<file path="src/rtl/msched_pkg.sv">
// Shared types and constants for the match frame scheduler: FSM states,
// bank-select widths, bank reset assignment.
package msched_pkg;

    localparam int unsigned LB_W = 2;
    localparam int unsigned RB_W = 1;

    typedef enum logic [1:0] {
        IDLE   = 2'd0,
        ROTATE = 2'd1,
        LAUNCH = 2'd2,
        RUN    = 2'd3
    } state_t;

    localparam logic [LB_W-1:0] WL_RST = LB_W'(0);
    localparam logic [LB_W-1:0] RL_RST = LB_W'(1);
    localparam logic [LB_W-1:0] RP_RST = LB_W'(2);
    localparam logic [RB_W-1:0] WR_RST = RB_W'(0);
    localparam logic [RB_W-1:0] RR_RST = RB_W'(1);

    // Current bank roles for both descriptor RAM groups
    typedef struct packed {
        logic [LB_W-1:0] wl;
        logic [LB_W-1:0] rl;
        logic [LB_W-1:0] rp;
        logic [RB_W-1:0] wr;
        logic [RB_W-1:0] rr;
    } bank_set_t;

    localparam bank_set_t BANK_RST = '{wl: WL_RST, rl: RL_RST, rp: RP_RST,
                                       wr: WR_RST, rr: RR_RST};

endpackage

</file>
<file path="src/rtl/msched_half_trk.sv">
// Per-side frame completion tracker: holds the got flag and latched descriptor
// count, drives write-ready, and flags completions that arrive with no free bank.
module msched_half_trk #(
    parameter int unsigned DW = 10
) (
    input  logic          clk,
    input  logic          rst,
    input  logic          frame_done,
    input  logic [DW-1:0] desnum,
    input  logic          clear,
    output logic          got,
    output logic [DW-1:0] count,
    output logic          wr_ready,
    output logic          drop_c
);

    // A completion while the half is still held has nowhere to go
    assign drop_c = frame_done & got;

    always_ff @(posedge clk or negedge rst) begin
        if (!rst) begin
            got      <= 1'b0;
            count    <= '0;
            wr_ready <= 1'b1;
        end else if (clear) begin
            got      <= 1'b0;
            wr_ready <= 1'b1;
        end else if (frame_done && !got) begin
            got      <= 1'b1;
            count    <= desnum;
            wr_ready <= 1'b0;
        end
    end

endmodule

</file>
<file path="src/rtl/match_frame_sched.sv">
// Frame-level scheduler in front of the matcher: rotates descriptor banks,
// latches counts and launches the matcher. Optional statistics via MSCHED_STATS_EN.
module match_frame_sched
    import msched_pkg::*;
#(
    parameter int unsigned DW    = 10,
    parameter int unsigned CNT_W = 16
) (
    input  logic             clk,
    input  logic             rst,
    input  logic             frame_done_l,
    input  logic [DW-1:0]    desnum_l,
    input  logic             frame_done_r,
    input  logic [DW-1:0]    desnum_r,
    output logic             wr_ready_l,
    output logic             wr_ready_r,
    output logic [LB_W-1:0]  wl_bank,
    output logic [RB_W-1:0]  wr_bank,
    output logic [LB_W-1:0]  rl_bank,
    output logic [LB_W-1:0]  rp_bank,
    output logic [RB_W-1:0]  rr_bank,
    output logic [DW-1:0]    desnum_rl,
    output logic [DW-1:0]    desnum_rp,
    output logic [DW-1:0]    desnum_rr,
    output logic             match_start,
    input  logic             match_done,
    output logic             busy,
    output logic             drop_err,
    output logic [CNT_W-1:0] frame_cnt,
    output logic [CNT_W-1:0] drop_cnt
);

    state_t          state;
    state_t          state_nxt;
    logic            rotate_c;
    logic            launch_c;
    logic            prev_valid;
    bank_set_t       banks;
    logic            got_l;
    logic            got_r;
    logic [DW-1:0]   cnt_l;
    logic [DW-1:0]   cnt_r;
    logic            drop_l_c;
    logic            drop_r_c;

    msched_half_trk #(.DW(DW)) u_trk_l (
        .clk        (clk),
        .rst        (rst),
        .frame_done (frame_done_l),
        .desnum     (desnum_l),
        .clear      (rotate_c),
        .got        (got_l),
        .count      (cnt_l),
        .wr_ready   (wr_ready_l),
        .drop_c     (drop_l_c)
    );

    msched_half_trk #(.DW(DW)) u_trk_r (
        .clk        (clk),
        .rst        (rst),
        .frame_done (frame_done_r),
        .desnum     (desnum_r),
        .clear      (rotate_c),
        .got        (got_r),
        .count      (cnt_r),
        .wr_ready   (wr_ready_r),
        .drop_c     (drop_r_c)
    );

    // Next-state: launch only once a previous-left frame exists and L is non-empty
    always_comb begin
        state_nxt = state;
        rotate_c  = 1'b0;
        launch_c  = 1'b0;
        case (state)
            IDLE: begin
                if (got_l && got_r) begin
                    state_nxt = ROTATE;
                end
            end
            ROTATE: begin
                rotate_c  = 1'b1;
                launch_c  = prev_valid && (cnt_l != '0);
                state_nxt = launch_c ? LAUNCH : IDLE;
            end
            LAUNCH: begin
                state_nxt = RUN;
            end
            RUN: begin
                if (match_done) begin
                    state_nxt = IDLE;
                end
            end
            default: begin
                state_nxt = IDLE;
            end
        endcase
    end

    always_ff @(posedge clk or negedge rst) begin
        if (!rst) begin
            state <= IDLE;
        end else begin
            state <= state_nxt;
        end
    end

    // Bank rotation, count hand-off and registered status outputs
    always_ff @(posedge clk or negedge rst) begin
        if (!rst) begin
            banks       <= BANK_RST;
            desnum_rl   <= '0;
            desnum_rp   <= '0;
            desnum_rr   <= '0;
            prev_valid  <= 1'b0;
            match_start <= 1'b0;
            busy        <= 1'b0;
            drop_err    <= 1'b0;
        end else begin
            match_start <= (state_nxt == LAUNCH);
            busy        <= (state_nxt == LAUNCH) || (state_nxt == RUN);
            drop_err    <= drop_l_c | drop_r_c;
            if (rotate_c) begin
                banks      <= '{wl: banks.rp, rl: banks.wl, rp: banks.rl,
                                wr: banks.rr, rr: banks.wr};
                desnum_rp  <= desnum_rl;
                desnum_rl  <= cnt_l;
                desnum_rr  <= cnt_r;
                prev_valid <= 1'b1;
            end
        end
    end

    assign wl_bank = banks.wl;
    assign rl_bank = banks.rl;
    assign rp_bank = banks.rp;
    assign wr_bank = banks.wr;
    assign rr_bank = banks.rr;

`ifdef MSCHED_STATS_EN
    logic [CNT_W-1:0] frame_q;
    logic [CNT_W-1:0] drop_q;

    // Launch count wraps; drop count saturates
    always_ff @(posedge clk or negedge rst) begin
        if (!rst) begin
            frame_q <= '0;
            drop_q  <= '0;
        end else begin
            if (state == LAUNCH) begin
                frame_q <= frame_q + CNT_W'(1);
            end
            if (drop_err && (drop_q != '1)) begin
                drop_q <= drop_q + CNT_W'(1);
            end
        end
    end

    assign frame_cnt = frame_q;
    assign drop_cnt  = drop_q;
`else
    assign frame_cnt = '0;
    assign drop_cnt  = '0;
`endif

endmodule

</file>
<file path="config.mk">
export PLATFORM = sky130hd
export DESIGN_NAME = match_frame_sched
export DESIGN_NICKNAME = d
export VERILOG_FILES = /design/src/rtl/msched_pkg.sv /design/src/rtl/msched_half_trk.sv /design/src/rtl/match_frame_sched.sv
export SDC_FILE = /design/constraint.sdc
export NUM_CORES = 1
export LEC_CHECK = 0
export CORE_MARGIN = 4
export CORE_UTILIZATION = 46
export CTS_BUF_LIST = sky130_fd_sc_hd__clkbuf_2
export CTS_CLUSTER_DIAMETER = 40
export CTS_CLUSTER_SIZE = 16
export DETAILED_ROUTE_END_ITERATION = 10
export PLACE_DENSITY = 0.82
export SYNTH_ARGS = -nofsm -noshare
export SYNTH_HDL_FRONTEND = slang
export SYNTH_SLANG_ARGS = --single-unit
</file>
<file path="constraint.sdc">
create_clock -name clk -period 1.5 [get_ports clk]
set_input_delay 0.225 -clock clk [delete_from_list [all_inputs] [get_ports clk]]
set_output_delay 0.225 -clock clk [all_outputs]
set_load 0.005 [all_outputs]
</file>
==> impl_metrics.tcl <==
set metrics [dict create \
    yosysWarnings 0 \
    powerDensity_nw_per_um2 1820 \
    via_count 2019 \
    synth_ff_type "dfrtp_1" \
    crit_fanout 3 \
    worst-path-buf-inv 1 \
    grt_pass1_vias 1991 \
    yosys.cell_types.count 21 \
    post-route-min-period_ns 1.39 \
    synth.area.top_cells "dfrtp_1 55%, nand2_1 16%, buf_4 8.5%, mux2_2 7.2%, dfstp_2 4.7%" \
    grt_pass1_wl_um 9280 \
    die_w_um 86.2 \
    crit_cells 1 \
    antenna_left 0 \
    drc 0 \
    r2r_start "u_trk_r.got" \
    postSynthAreaPerCell_sq_um 10.4 \
    place_congestion 0.702 \
    nFillCells 531 \
    ys_async_sr_fraction 1.00 \
    crit_end "desnum_rl[7]" \
    detailed_place_hpwl_um 3780 \
    maxSlewViolCount 0 \
    synth_top_area_share 0.551 \
    status "completed" \
    startpoint "desnum_rl[7]" \
    grt_overflow 0 \
    rows 28 \
    required_ns 1.27 \
    dr.pass1.iters 4 \
    areaGrowthSynthToFinish_pct 30.5 \
    core_sq_um 5920 \
    fin_crit_sh 0.928 \
    syn-instance-count 270 \
    skew_ns 0.0176 \
    htree_levels 3 \
    yosys-top-cells-count "121 x nand2_1, 62 x dfrtp_1, 32 x buf_4" \
    grt_start_max_net_pins 68 \
    drive_gt1_frac 0.205 \
    cts_sinks 67 \
    numCtsBuffers 9 \
    path_cells "dlygate4sd2_1" \
    cts_tree "done" \
    root_buffer "clkbuf_2" \
    cap_violations 0 \
    rr_worst_depth 3 \
    final_util 0.620 \
    ios 100 \
    synth_seq_cells 67 \
    drt_iter0_drc 90 \
    rsz0062_at_grt "false" \
    io_buffer_count 67 \
    synth_edf_count 0 \
    via_per_inst 4.54 \
    peakVddDrop_v 0.000993 \
    routed_wl_um 5590 \
    r2r-end "u_trk_r.count[3]" \
    start_kind "register" \
    path_class "register to output pin" \
    nNetsFinal 390 \
    diodes 0 \
    clockBufferDepth 2 \
    r2r_setup_slack_ns 0.11 \
    yosysSeqAreaShare 0.598 \
    antenna_found_initial 0 \
    slowest_delay_ns 0.44 \
    start_util 0.475 \
    end_kind "output pin" \
    synth.most_common_cell "nand2_1" \
    die_y_um 86.2 \
    grt_usage 0.160 \
    worstPathArrival_ns 1.17 \
    clk_pin_slew_worst_paths_ns 0.17 \
    crit_slowest_cell "dfrtp_1" \
    setup-violations-final 0 \
    min_path_type "primary input to asynchronous set/reset pin" \
    p_leak_nw 1.99 \
    yosys.area.top_type "dfrtp_1" \
    timing.fmax_mhz 718 \
    worstSkewPairLatency_ns 0.45 \
    die_area_sq_um 7430 \
    timing.final.hold_violations 0 \
    p_total_w 0.00667 \
    synth_area_sq_um 2810 \
    wl_per_cell_um 12.6 \
    crit_family "flip-flops" \
]
## metal layers
metal  GRT usage  routed length, um
met5           0                  0
met4      0.0694                 66
met3      0.0399                451
met2       0.259               2720
met1       0.204               2350
## cell families after synthesis
group                  after synthesis  synth area share
AND/OR/NAND/NOR                    137             0.205
flip-flops                          67             0.598
buffers and inverters               42             0.105
multiplexers                        20            0.0827
AO/OA/AOI/OAI                        3           0.00845
other                                1           0.00133
## layout make-up
type                            instances  area, sq um  area share
Tap cell                               75         93.8      0.0256
Sequential cell                        67         1680       0.458
Multi-Input combinational cell        192          960       0.261
Clock buffer                            9         45.0      0.0123
Clock inverter                          7         58.8      0.0160
Timing Repair Buffer                   95          831       0.226
## through the flow
stage / setup slack [ns] / hold WS [ns] / cell area, sq um / cells / TNS (ns)
floorplan: 0.191 / -0.0706 / 2930 / 301 / 0
global placement: -0.154 / 0.266 / 3470 / 407 / -2.23
detailed placement: -0.177 / 0.272 / 3470 / 407 / -2.60
CTS: 0.000857 / 0.264 / 3680 / 444 / 0
global route: 0.00339 / 0.252 / 3670 / 445 / 0
finish: 0.108 / 0.282 / 3670 / 445 / 0
## state kept, by name (all words and copies together), names as in the netlist, 2 cells and up
signal	flops
desnum_rr	10
u_trk_l.count	10
rp_bank	2
rl_bank	2
desnum_rl	10
u_trk_r.count	10
wl_bank	2
desnum_rp	10
## worst min-delay path by stage
stage                            end  cells after the start  slack, ns
finish                  desnum_rl[3]                      3       0.28
global route            desnum_rl[3]                      3       0.25
CTS                 u_trk_l.count[6]                      3       0.26
detailed placement  u_trk_l.count[0]                      2       0.27
global placement    u_trk_l.count[0]                      2       0.27
floorplan                       busy                      0      -0.07
## layout by cell type (no fill, tap or decap), types with 3 or more instances in the layout
master	instances
buf_4	25
clkbuf_2	13
clkdlybuf4s50_1	23
clkinv_1	3
conb_1	32
dfrtp_1	62
dfstp_2	5
dlygate4sd2_1	38
mux2_2	18
nand2_1	121
nor2_1	5
## report_power, final
group          internal (W)  total [W]  switching (W)  leakage (nW)
Clock              0.000364   0.000969       0.000606        0.0642
Sequential          0.00258    0.00301       0.000433         0.814
Combinational       0.00142    0.00269        0.00127          1.11
## timing repair
item	in CTS	in global routing
gates resized for setup	50	4
hold buffers	1	0
endpoints found under the setup margin	43	5
hold endpoints to repair	62	0
setup buffers	20	1
No activity file was read; power rests on OpenSTA's default activity.
